**config.mk**
```make
export PLATFORM = sky130hd
export DESIGN_NAME = delay_controller
export DESIGN_NICKNAME = d
export VERILOG_FILES = /design/src/rtl/delay_pkg.sv /design/src/rtl/tick_prescaler.sv /design/src/rtl/delay_controller.sv
export SDC_FILE = /design/constraint.sdc
export NUM_CORES = 1
export LEC_CHECK = 0
export ABC_AREA = 1
export BUFFER_PORTS_ARGS = -buffer_cell sky130_fd_sc_hd__buf_2
export CAP_MARGIN = 20
export CORE_MARGIN = 10
export CORE_UTILIZATION = 50
export DETAILED_ROUTE_END_ITERATION = 12
export PLACE_DENSITY = 0.8
export SKIP_CTS_REPAIR_TIMING = 1
export SLEW_MARGIN = 20
export SYNTH_ARGS = -nofsm -noshare
export SYNTH_HDL_FRONTEND = slang
export SYNTH_SLANG_ARGS = --single-unit
export TNS_END_PERCENT = 1
```
**constraint.sdc**
```tcl
create_clock -name clk -period 1.8 [get_ports clk]
set_input_delay 0.27 -clock clk [delete_from_list [all_inputs] [get_ports clk]]
set_output_delay 0.27 -clock clk [all_outputs]
set_load 0.01 [all_outputs]
```
**src/rtl/delay_pkg.sv**
```systemverilog
// delay_pkg: shared types and constants for the delay path.
//   DELAY_WIDTH        tick/duration width, shared with the register file timer
//   DELAY_CLK_PER_TICK default clk cycles per tick (1 ms at 50 MHz)
//   delay_state_e      controller FSM states
package delay_pkg;
  localparam int unsigned DELAY_WIDTH        = 32;
  localparam int unsigned DELAY_CLK_PER_TICK = 50000;

  typedef enum logic [1:0] {
    ST_IDLE = 2'd0,
    ST_WAIT = 2'd1,
    ST_DONE = 2'd2
  } delay_state_e;
endpackage

```
**src/rtl/tick_prescaler.sv**
```systemverilog
// tick_prescaler: free-running clk divider plus the software-visible tick count.
// Ports:
//   clk    in   system clock
//   reset  in   async active-low reset
//   tick   out  high in the last cycle of each CLK_PER_TICK period
//   now    out  tick count, wraps at 2^WIDTH
module tick_prescaler
  import delay_pkg::*;
#(
  parameter int unsigned CLK_PER_TICK = DELAY_CLK_PER_TICK,
  parameter int unsigned WIDTH        = DELAY_WIDTH
) (
  input  logic             clk,
  input  logic             reset,
  output logic             tick,
  output logic [WIDTH-1:0] now
);
  localparam int unsigned    CW   = (CLK_PER_TICK > 1) ? $clog2(CLK_PER_TICK) : 1;
  localparam logic [CW-1:0]  LAST = CW'(CLK_PER_TICK - 1);

  logic [CW-1:0]    cnt_q, cnt_d;
  logic [WIDTH-1:0] now_q, now_d;

  assign tick = (cnt_q == LAST);
  assign now  = now_q;

  // Phase is never disturbed by start, so wait length depends on when start lands.
  always_comb begin
    cnt_d = tick ? '0 : cnt_q + CW'(1);
    now_d = tick ? now_q + WIDTH'(1) : now_q;
  end

  always_ff @(posedge clk or negedge reset) begin
    if (!reset) begin
      cnt_q <= '0;
      now_q <= '0;
    end else begin
      cnt_q <= cnt_d;
      now_q <= now_d;
    end
  end
endmodule

```
**src/rtl/delay_controller.sv**
```systemverilog
// delay_controller: turns a "sleep N ticks" request into a busy window ending
// in a one-cycle done pulse; also exports the free-running tick count.
// Optional feature: define DELAY_CANCEL_EN to add the cancel input.
// Ports:
//   clk        in   system clock
//   reset      in   async active-low reset
//   start      in   one-cycle request, accepted only in IDLE
//   duration   in   ticks to wait, sampled with start
//   cancel     in   abort a running wait (DELAY_CANCEL_EN only)
//   busy       out  high while waiting
//   done       out  one-cycle completion pulse
//   now        out  free-running tick count
//   remaining  out  ticks left in the current wait, 0 when idle
module delay_controller
  import delay_pkg::*;
#(
  parameter int unsigned CLK_PER_TICK = DELAY_CLK_PER_TICK,
  parameter int unsigned WIDTH        = DELAY_WIDTH
) (
  input  logic             clk,
  input  logic             reset,
  input  logic             start,
  input  logic [WIDTH-1:0] duration,
`ifdef DELAY_CANCEL_EN
  input  logic             cancel,
`endif
  output logic             busy,
  output logic             done,
  output logic [WIDTH-1:0] now,
  output logic [WIDTH-1:0] remaining
);
  delay_state_e     state_q, state_d;
  logic [WIDTH-1:0] rem_q, rem_d;
  logic             tick;
  logic             abort;

`ifdef DELAY_CANCEL_EN
  assign abort = cancel;
`else
  assign abort = 1'b0;
`endif

  tick_prescaler #(
    .CLK_PER_TICK (CLK_PER_TICK),
    .WIDTH        (WIDTH)
  ) u_presc (
    .clk   (clk),
    .reset (reset),
    .tick  (tick),
    .now   (now)
  );

  always_comb begin
    state_d = state_q;
    rem_d   = rem_q;
    unique case (state_q)
      ST_IDLE: begin
        // cancel outranks start in IDLE: a simultaneous start is dropped
        if (start && !abort) begin
          if (duration == '0) begin
            state_d = ST_DONE;
          end else begin
            state_d = ST_WAIT;
            rem_d   = duration;
          end
        end
      end
      ST_WAIT: begin
        if (abort) begin
          state_d = ST_IDLE;
          rem_d   = '0;
        end else if (tick) begin
          // rem_q >= 1 throughout WAIT, so this never underflows
          rem_d = rem_q - WIDTH'(1);
          if (rem_q == WIDTH'(1)) state_d = ST_DONE;
        end
      end
      ST_DONE: state_d = ST_IDLE;
      default: begin
        state_d = ST_IDLE;
        rem_d   = '0;
      end
    endcase
  end

  always_ff @(posedge clk or negedge reset) begin
    if (!reset) begin
      state_q <= ST_IDLE;
      rem_q   <= '0;
    end else begin
      state_q <= state_d;
      rem_q   <= rem_d;
    end
  end

  assign busy      = (state_q == ST_WAIT);
  assign done      = (state_q == ST_DONE);
  assign remaining = rem_q;
endmodule

```
Word-level counts from Yosys, hierarchy flattened
Cells that the tools add are included.
{"block": "word_totals", "in_bits": 35, "regBits": 82, "out_inout_bits": 66, "elab_cells": 30}
{"block": "classes", "n_mux": 10, "eq_ne": 8, "n_reduce_logical": 4, "bitwise_logic": 1, "n_addsub": 3}
{"op": "32-bit two-way mux", "count": 3}
{"op": "32-bit case mux with 3 select lines", "count": 1}
{"op": "32-bit by 1-bit adder with 32-bit output, second input constant", "count": 1}
{"op": "32-bit by 1-bit equality test with 1-bit output, second input constant", "count": 1}
{"op": "32-bit logical NOT", "count": 1}
{"op": "32-bit by 1-bit subtractor with 32-bit output, second input constant", "count": 1}
{"op": "16-bit by 1-bit adder with 16-bit output, second input constant", "count": 1}
{"op": "16-bit equality test, second input constant", "count": 1}
{"op": "16-bit two-way mux", "count": 1}
{"op": "2-bit two-way mux", "count": 4}
{"op": "2-bit by 1-bit inequality test with 1-bit output, second input constant", "count": 2}
{"op": "2-bit inequality test, second input constant", "count": 2}
{"op": "2-bit case mux with 2 select lines", "count": 1}
{"op": "4-bit AND reduction", "count": 1}
{"op": "3-bit AND reduction", "count": 1}
{"op": "2-bit by 1-bit equality test with 1-bit output, second input constant", "count": 1}
{"op": "2-bit equality test, second input constant", "count": 1}
{"op": "2-bit logical NOT", "count": 1}
{"op": "1-bit inverter", "count": 1}

Depth between registers and ports, before layout
Gate-level depths: netlist (run 1).
{"block": "depth", "depth_word": 4, "ltp_mapped": 12, "depth_no_buf": 12}

By module
A second synthesis (run 1) with hierarchy kept.
{"block": "unflattened", "hier_cells": 859, "area_unflattened_um2": 5725.5}
{"module": "delay_controller", "n_inst": 1, "seq_area_each_um2": 850.8, "cells_each": 476, "area_per_inst_um2": 2880.3}
{"module": "tick_prescaler", "n_inst": 1, "seq_area_each_um2": 1201.2, "cells_each": 383, "area_per_inst_um2": 2845.2}

Worst setup path before layout (run 1)
OpenSTA, ideal clock, no wires.
{"block": "synth_timing", "path_kind": "reg-to-reg", "from": "reg u_presc.now_q[0] (netlist: u_presc.now[0])", "to": "reg u_presc.now_q[28] (netlist: u_presc.now[28])", "path_stages_with_launch": 9, "arrival_time_ps": 1468, "path_slack_ps": 216, "required_ps": 1684, "period_less_slack_ps": 1584, "path_cell_list": "dfrtp_1 ha_1 nand3_1 nor4_1 nand2_1 nand2_1 nand2_1 nand2_1 nand2_1"}
{"block": "synth_via", "elab_chain_cells": 1}
{"element": "start, declared", "line_no": "tick_prescaler.sv:22", "source": "logic [WIDTH-1:0] now_q, now_d;"}
{"element": "start signal, assigned", "line_no": "tick_prescaler.sv:39", "source": "now_q <= now_d;"}
{"element": "32-bit by 1-bit adder with 32-bit output", "line_no": "tick_prescaler.sv:30", "source": "now_d = tick ? now_q + WIDTH'(1) : now_q;"}
No other way between the ends.
A chain may end at the register's enable or synchronous reset.

Worst setup path after layout (run 1)
{"block": "layout_timing", "from": "reg u_presc.now_q[1] (netlist: u_presc.now[1])", "to": "reg u_presc.now_q[28] (netlist: u_presc.now[28])"}
Same word-level chain as after synthesis.

==> flow_summary.yaml, run 1 <==
run_status:
  status: "finished, final reports clean"
routing:
  vias: 5977
  drtPass1Iterations: 5
  wl_um: 16600
  post_drt_wl_per_cell_um: 14.6
  met2RoutedLength_um: 7970
  topRoutingLayerUsed: "met4"
  drc: 0
  wl_met3_um: 1280
  antenna_left: 0
  drt_iter0_drc: 500
  wl_met1_um: 6720
  post_drt_via_cell_ratio: 5.25
timing:
  final.min_clock_period_ns: 1.66
  clock.fmax_mhz: 602
  fin_crit_sh_pct: 92.3
  final-setup-viol-count: 0
  slew_viol_final: 0
  skew_ns: 0.00612
  hold_viol: 0
  tightestPinTransition_ns: 0.366
  rsz0062_at_grt: "yes"
  maxSlewHeadroom_pct: 75.4
global_routing:
  antenna_found_initial: 0
  grt_overflow_total: 0
  grt_max_degree: 35
  grt_pass1_wl_um: 27600
  grt.total_usage_pct: 20.4
  grt_pass1_vias: 5863
clocking:
  cts_inserted_buffers: 9
  root_buffer: "clkbuf_16"
  cts_sinks: 82
  h-tree-depth: 3
  cts_tree: "built"
  cts_max_path_buffers: 2
  clock_latency_ns: 0.34
  clk_pin_slew_ns: 0.06
worst_setup_path:
  crit_buf_inv: 1
  end_kind: "register"
  worst_setup_path_start_kind: "register"
  path_cells: "ha_1 -> nand3_1 -> nor4_4 -> buf_4 -> nand2_1 -> nand2_1 -> nand2_1 -> nand2_1 -> nand2_1"
  crit_arrival_ns: 1.89
  cpMaxStageDelayCell: "dfrtp_1"
  cp_max_fo: 4
  cp_top_family: "simple AND/OR/NAND/NOR gates"
  crit_top_cell: "nand2_1"
  crit_type: "register to register"
  cp.required_ns: 2.03
  critPathMaxStageDelay_ns: 0.38
power:
  p_total_mw: 3.93
  power_density_mw_per_mm2: 567
  p_leak_nw: 3.85
  vdd_drop_max_mv: 0.610
placement:
  gp_routability_congestion: 0.957
  numPortBuffers: 100
  dp_hpwl_um: 12900
  placed_area_mm2: 0.00652
cells_and_area:
  final_cell_mix: "nand2_1 (339), nor2_1 (128), buf_2 (99), inv_1 (82), dfrtp_1 (82)"
  fin_area_mm2: 0.00694
  multi_input_area_mm2: 0.00322
  register_area_mm2: 0.00205
  fin_nets: 1033
  n_antenna_cell: 0
  drive_gt1_share_pct: 20.0
  fill_cells: 1013
  area_growth_pct: 22.0
  final_common_cell: "nand2_1"
flow_run:
  cap_viol_max_count: 0
yosys:
  ys_types: 39
  yosysSeqAreaShare_pct: 36.1
  ys_ff_latch: 82
  synth_edf_count: 0
  synth_fp_nets: 903
  synth_flop_cell: "dfrtp_1"
  ys_async_sr_fraction_pct: 100
  synth_area_per_cell_um2: 6.58
  yosys_warnings: 0
  synthesis.area_mm2: 0.00568
  syn-instance-count: 864
die:
  chipHeight_um: 127
  ios: 101
  design.core.area_mm2: 0.0110
  start_util_pct: 51.8
  die_area_mm2: 0.0160
  rows: 38
  die_x_um: 127
min_path:
  hp-class: "input pin to register"
[cell type report]
type / instances / share of cell area [%]
multi-input cells: 676 / 46.4
flip-flops and latches: 82 / 29.6
repair buffers: 134 / 11.9
inverters: 91 / 5.03
clock buffers: 11 / 3.50
well taps: 140 / 2.53
clock inverters: 5 / 1.12
[power breakdown]
group	total, mW	internal [mW]	switching, mW
Clock	1.98	1.25	0.729
Sequential	1.84	1.84	0
Combinational	0.111	0.0411	0.0702
Total	3.93	3.13	0.799
[cell usage after synthesis (6+ instances only)]
library cell  number  area, um2
a21oi_1            9       45.0
buf_6              8       90.1
dfrtp_1           82       2050
inv_1             82        308
inv_2              7       26.3
nand2_1          340       1280
nand2_2            6       37.5
nand3_1           42        210
nand4_1           18        113
nor2_1           136        510
nor3_1            23        115
o21ai_0           20        100
o21bai_1           8       60.1
xnor2_1            6       52.6
xor2_1            23        201
[through the flow]
| step | setup slack (ns) | utilization [%] | std cells | hold slack [ns] | setup TNS, ns |
|---|---|---|---|---|---|
| final | 0.139 | 63.2 | 1139 | 0.234 | 0 |
| after global routing | -0.00757 | 63.2 | 1139 | 0.255 | -0.0152 |
| after CTS | 0.00956 | 62.3 | 1133 | -0.188 | 0 |
| after detailed placement | 0.0313 | 59.3 | 1117 | 0.171 | 0 |
| after global placement | 0.0601 | 59.3 | 1117 | 0.168 | 0 |
| after floorplan | 0.216 | - | 864 | -0.0256 | 0 |
[final timing paths]
kind | from | endpoint | slack (ns) | depth (start not counted)
max in group asynchronous | reset | u_presc.now[29]$_DFFE_PN0N_ | 0.94 | 3
setup / recovery | u_presc.now[1]$_DFFE_PN0N_ | u_presc.now[28]$_DFFE_PN0N_ | 0.14 | 9
hold / removal | duration[19] | remaining[19]$_DFFE_PN0P_ | 0.23 | 5
min in group asynchronous | reset | u_presc.now[4]$_DFFE_PN0N_ | 0.35 | 2
setup reg to reg | u_presc.now[1]$_DFFE_PN0N_ | u_presc.now[28]$_DFFE_PN0N_ | 0.14 | 9
hold reg to reg | u_presc.cnt_q[0]$_DFF_PN0_ | u_presc.cnt_q[0]$_DFF_PN0_ | 0.46 | 1
[state kept, by name, indices dropped and copies added (netlist names)]
signal,flops
u_presc.now,32
u_presc.cnt_q,16
remaining,32
state_q,2
[kinds of logic after synthesis]
kind of cell,share of synthesized area (%)
simple gates,44.6
buf+inv,8.30
flops,36.1
compound gates,5.11
xor+xnor,5.04
fa+ha+maj,0.881
[worst reg2reg max path: cells and delay by family (launching register included)]
family	cells	cell delay, ns
simple gates	7	0.79
flops	1	0.38
fa+ha+maj	1	0.22
buf+inv	1	0.16
[routing by layer]
layer  up-vias  global-route usage (%)
li1       2956                       -
met1      2728                    23.6
met2       246                    35.1
met3        47                    5.37
met4         0                    8.57
met5         -                       0
(Power assumes the default switching activity.)
==> run 2, diff against run 1 <==
--- a/config.mk
+++ b/config.mk
@@ -9,9 +9,10 @@
 export BUFFER_PORTS_ARGS = -buffer_cell sky130_fd_sc_hd__buf_2
 export CAP_MARGIN = 20
 export CORE_MARGIN = 10
-export CORE_UTILIZATION = 50
+export CORE_UTILIZATION = 40
 export DETAILED_ROUTE_END_ITERATION = 12
-export PLACE_DENSITY = 0.8
+export PLACE_DENSITY = 0.67
+export RECOVER_POWER = 100
 export SKIP_CTS_REPAIR_TIMING = 1
 export SLEW_MARGIN = 20
 export SYNTH_ARGS = -nofsm -noshare
==> run 2 against run 1 <==
  * Power increased by 2.1%
  * Largest cell class unchanged
  * Critical path type unchanged
  * Global-route usage down 2.6 points
  * Via count fell by 0.22%
  * Worst setup slack got worse by 0.073 ns
  * Critical path depth shrank 1
  * Sequential power about the same
==> flow_summary.yaml, run 2 (same netlist as run 1, synthesis figures left out) <==
timing:
  maxSlewHeadroom_pct: 38.4
  final.min_clock_period_ns: 1.73
  rsz0062_at_grt: "yes"
  hold_viol: 0
  final-setup-viol-count: 0
  layout_setup_ws_ns: 0.0652
  holdWs_ns: 0.217
  fin_crit_sh_pct: 96.4
  skew_ns: 0.00880
  clock.fmax_mhz: 576
  slew_viol_final: 0
  tightestPinTransition_ns: 0.923
power:
  power_density_mw_per_mm2: 569
  intPower_mw: 3.13
  p_clk_share_pct: 51.4
  power.share.switching_pct: 22.0
  switching_power_mw: 0.882
  seqPwrFrac_pct: 45.9
  vdd_drop_max_mv: 0.778
  p_leak_nw: 3.71
  p_total_mw: 4.01
  p_comb_share_pct: 2.7
die:
  rows: 43
  design.core.area_mm2: 0.0139
  die_x_um: 139
  ios: 101
  start_util_pct: 41.0
  die_area_mm2: 0.0194
  chipHeight_um: 139
worst_setup_path:
  cp.required_ns: 2.05
  cp_max_fo: 8
  crit_arrival_ns: 1.99
  end_kind: "register"
  crit_start: "remaining[2]$_DFFE_PN0P_"
  crit_type: "register to register"
  r2r_start: "remaining[2]$_DFFE_PN0P_"
  worst_setup_path_start_kind: "register"
global_routing:
  grt.total_usage_pct: 17.9
  grt_pass1_wl_um: 29000
  grt_max_degree: 51
  grt_overflow_total: 0
  grt_pass1_vias: 5924
  antenna_found_initial: 0
min_path:
  hold_start: "duration[31]"
  hp-class: "input pin to register"
clocking:
  cts_max_path_buffers: 2
  h-tree-depth: 3
  clock_latency_ns: 0.36
  cts_inserted_buffers: 9
  cts_tree: "built"
  root_buffer: "clkbuf_16"
  clk_pin_slew_ns: 0.06
  cts_sinks: 82
routing:
  post_drt_wl_per_cell_um: 14.6
  wl_um: 17500
  vias: 5964
  drc: 0
  antenna_left: 0
  drtPass1Iterations: 5
  drt_iter0_drc: 460
  post_drt_via_cell_ratio: 4.97
cells_and_area:
  drive_gt1_share_pct: 17.0
  fin_nets: 1053
  final_common_cell: "nand2_1"
  final_cell_mix: "nand2_1 (339), nor2_1 (131), inv_1 (82), dfrtp_1 (82), buf_2 (56)"
  area_growth_pct: 24.1
  n_antenna_cell: 0
  utilization_pct: 50.8
  final_cells: 1199
run_status:
  status: "finished, final reports clean"
placement:
  pre_cts_slack_ns: -0.0737
  dp_hpwl_um: 13500
  place_inst: 1177
  numPortBuffers: 100
  gp_routability_congestion: 0.945
flow_run:
  cap_viol_max_count: 0
[run 2: path summary, 6_finish.rpt]
kind / endpoint / slack [ns] / cells past startpoint
worst max-delay path: remaining[9]$_DFFE_PN0P_ / 0.07 / 8
worst min-delay path: remaining[31]$_DFFE_PN0P_ / 0.22 / 5
worst max register to register: remaining[9]$_DFFE_PN0P_ / 0.07 / 8
worst min register to register: u_presc.cnt_q[13]$_DFF_PN0_ / 0.50 / 1
max in group asynchronous: remaining[27]$_DFFE_PN0P_ / 0.19 / 3
min in group asynchronous: remaining[6]$_DFFE_PN0P_ / 0.57 / 2
[run 2: power groups by stage]
stage               Clock [mW]  Sequential, mW  Combinational, mW
finish                    2.06            1.84              0.108
detailed placement           0            1.88              0.114
global placement             0            1.88              0.114
global route              2.18            1.84              0.122
CTS                       2.10            1.84              0.115
floorplan                    0            1.88             0.0124
[run 2: final cells by class]
cell class	instances	area, um2
tap	180	225
timing repair buffer	153	872
multi-input combinational	677	3230
clock buffer	10	239
clock inverter	6	90.1
sequential	82	2050
inverter	91	349
fill	1458	6830
[run 2: metrics by stage]
stage	instance area [um2]	TNS [ns]
after global placement	6680	-0.843
final	7050	0
after detailed placement	6680	-1.68
after global routing	7050	-0.414
after CTS	7010	-1.97
after floorplan	5680	0
[run 2: layer usage]
layer / up-vias / GRT usage [%] / part of all wire (%)
met5: - / 0 / 0
met4: 0 / 6.48 / 3.0
met3: 35 / 5.34 / 6.1
met2: 168 / 30.0 / 49
met1: 2756 / 21.1 / 42
li1: 3005 / - / -
[run 2: critical path, cell delays in order, from the launching register on]
cell     delay, ns
dfrtp_1       0.44
nor2_1        0.12
nand2_1       0.13
nor2_4        0.25
nand2_1       0.18
o21ai_0       0.22
o21ai_0       0.14
nand2_1       0.10
nand2_1       0.04
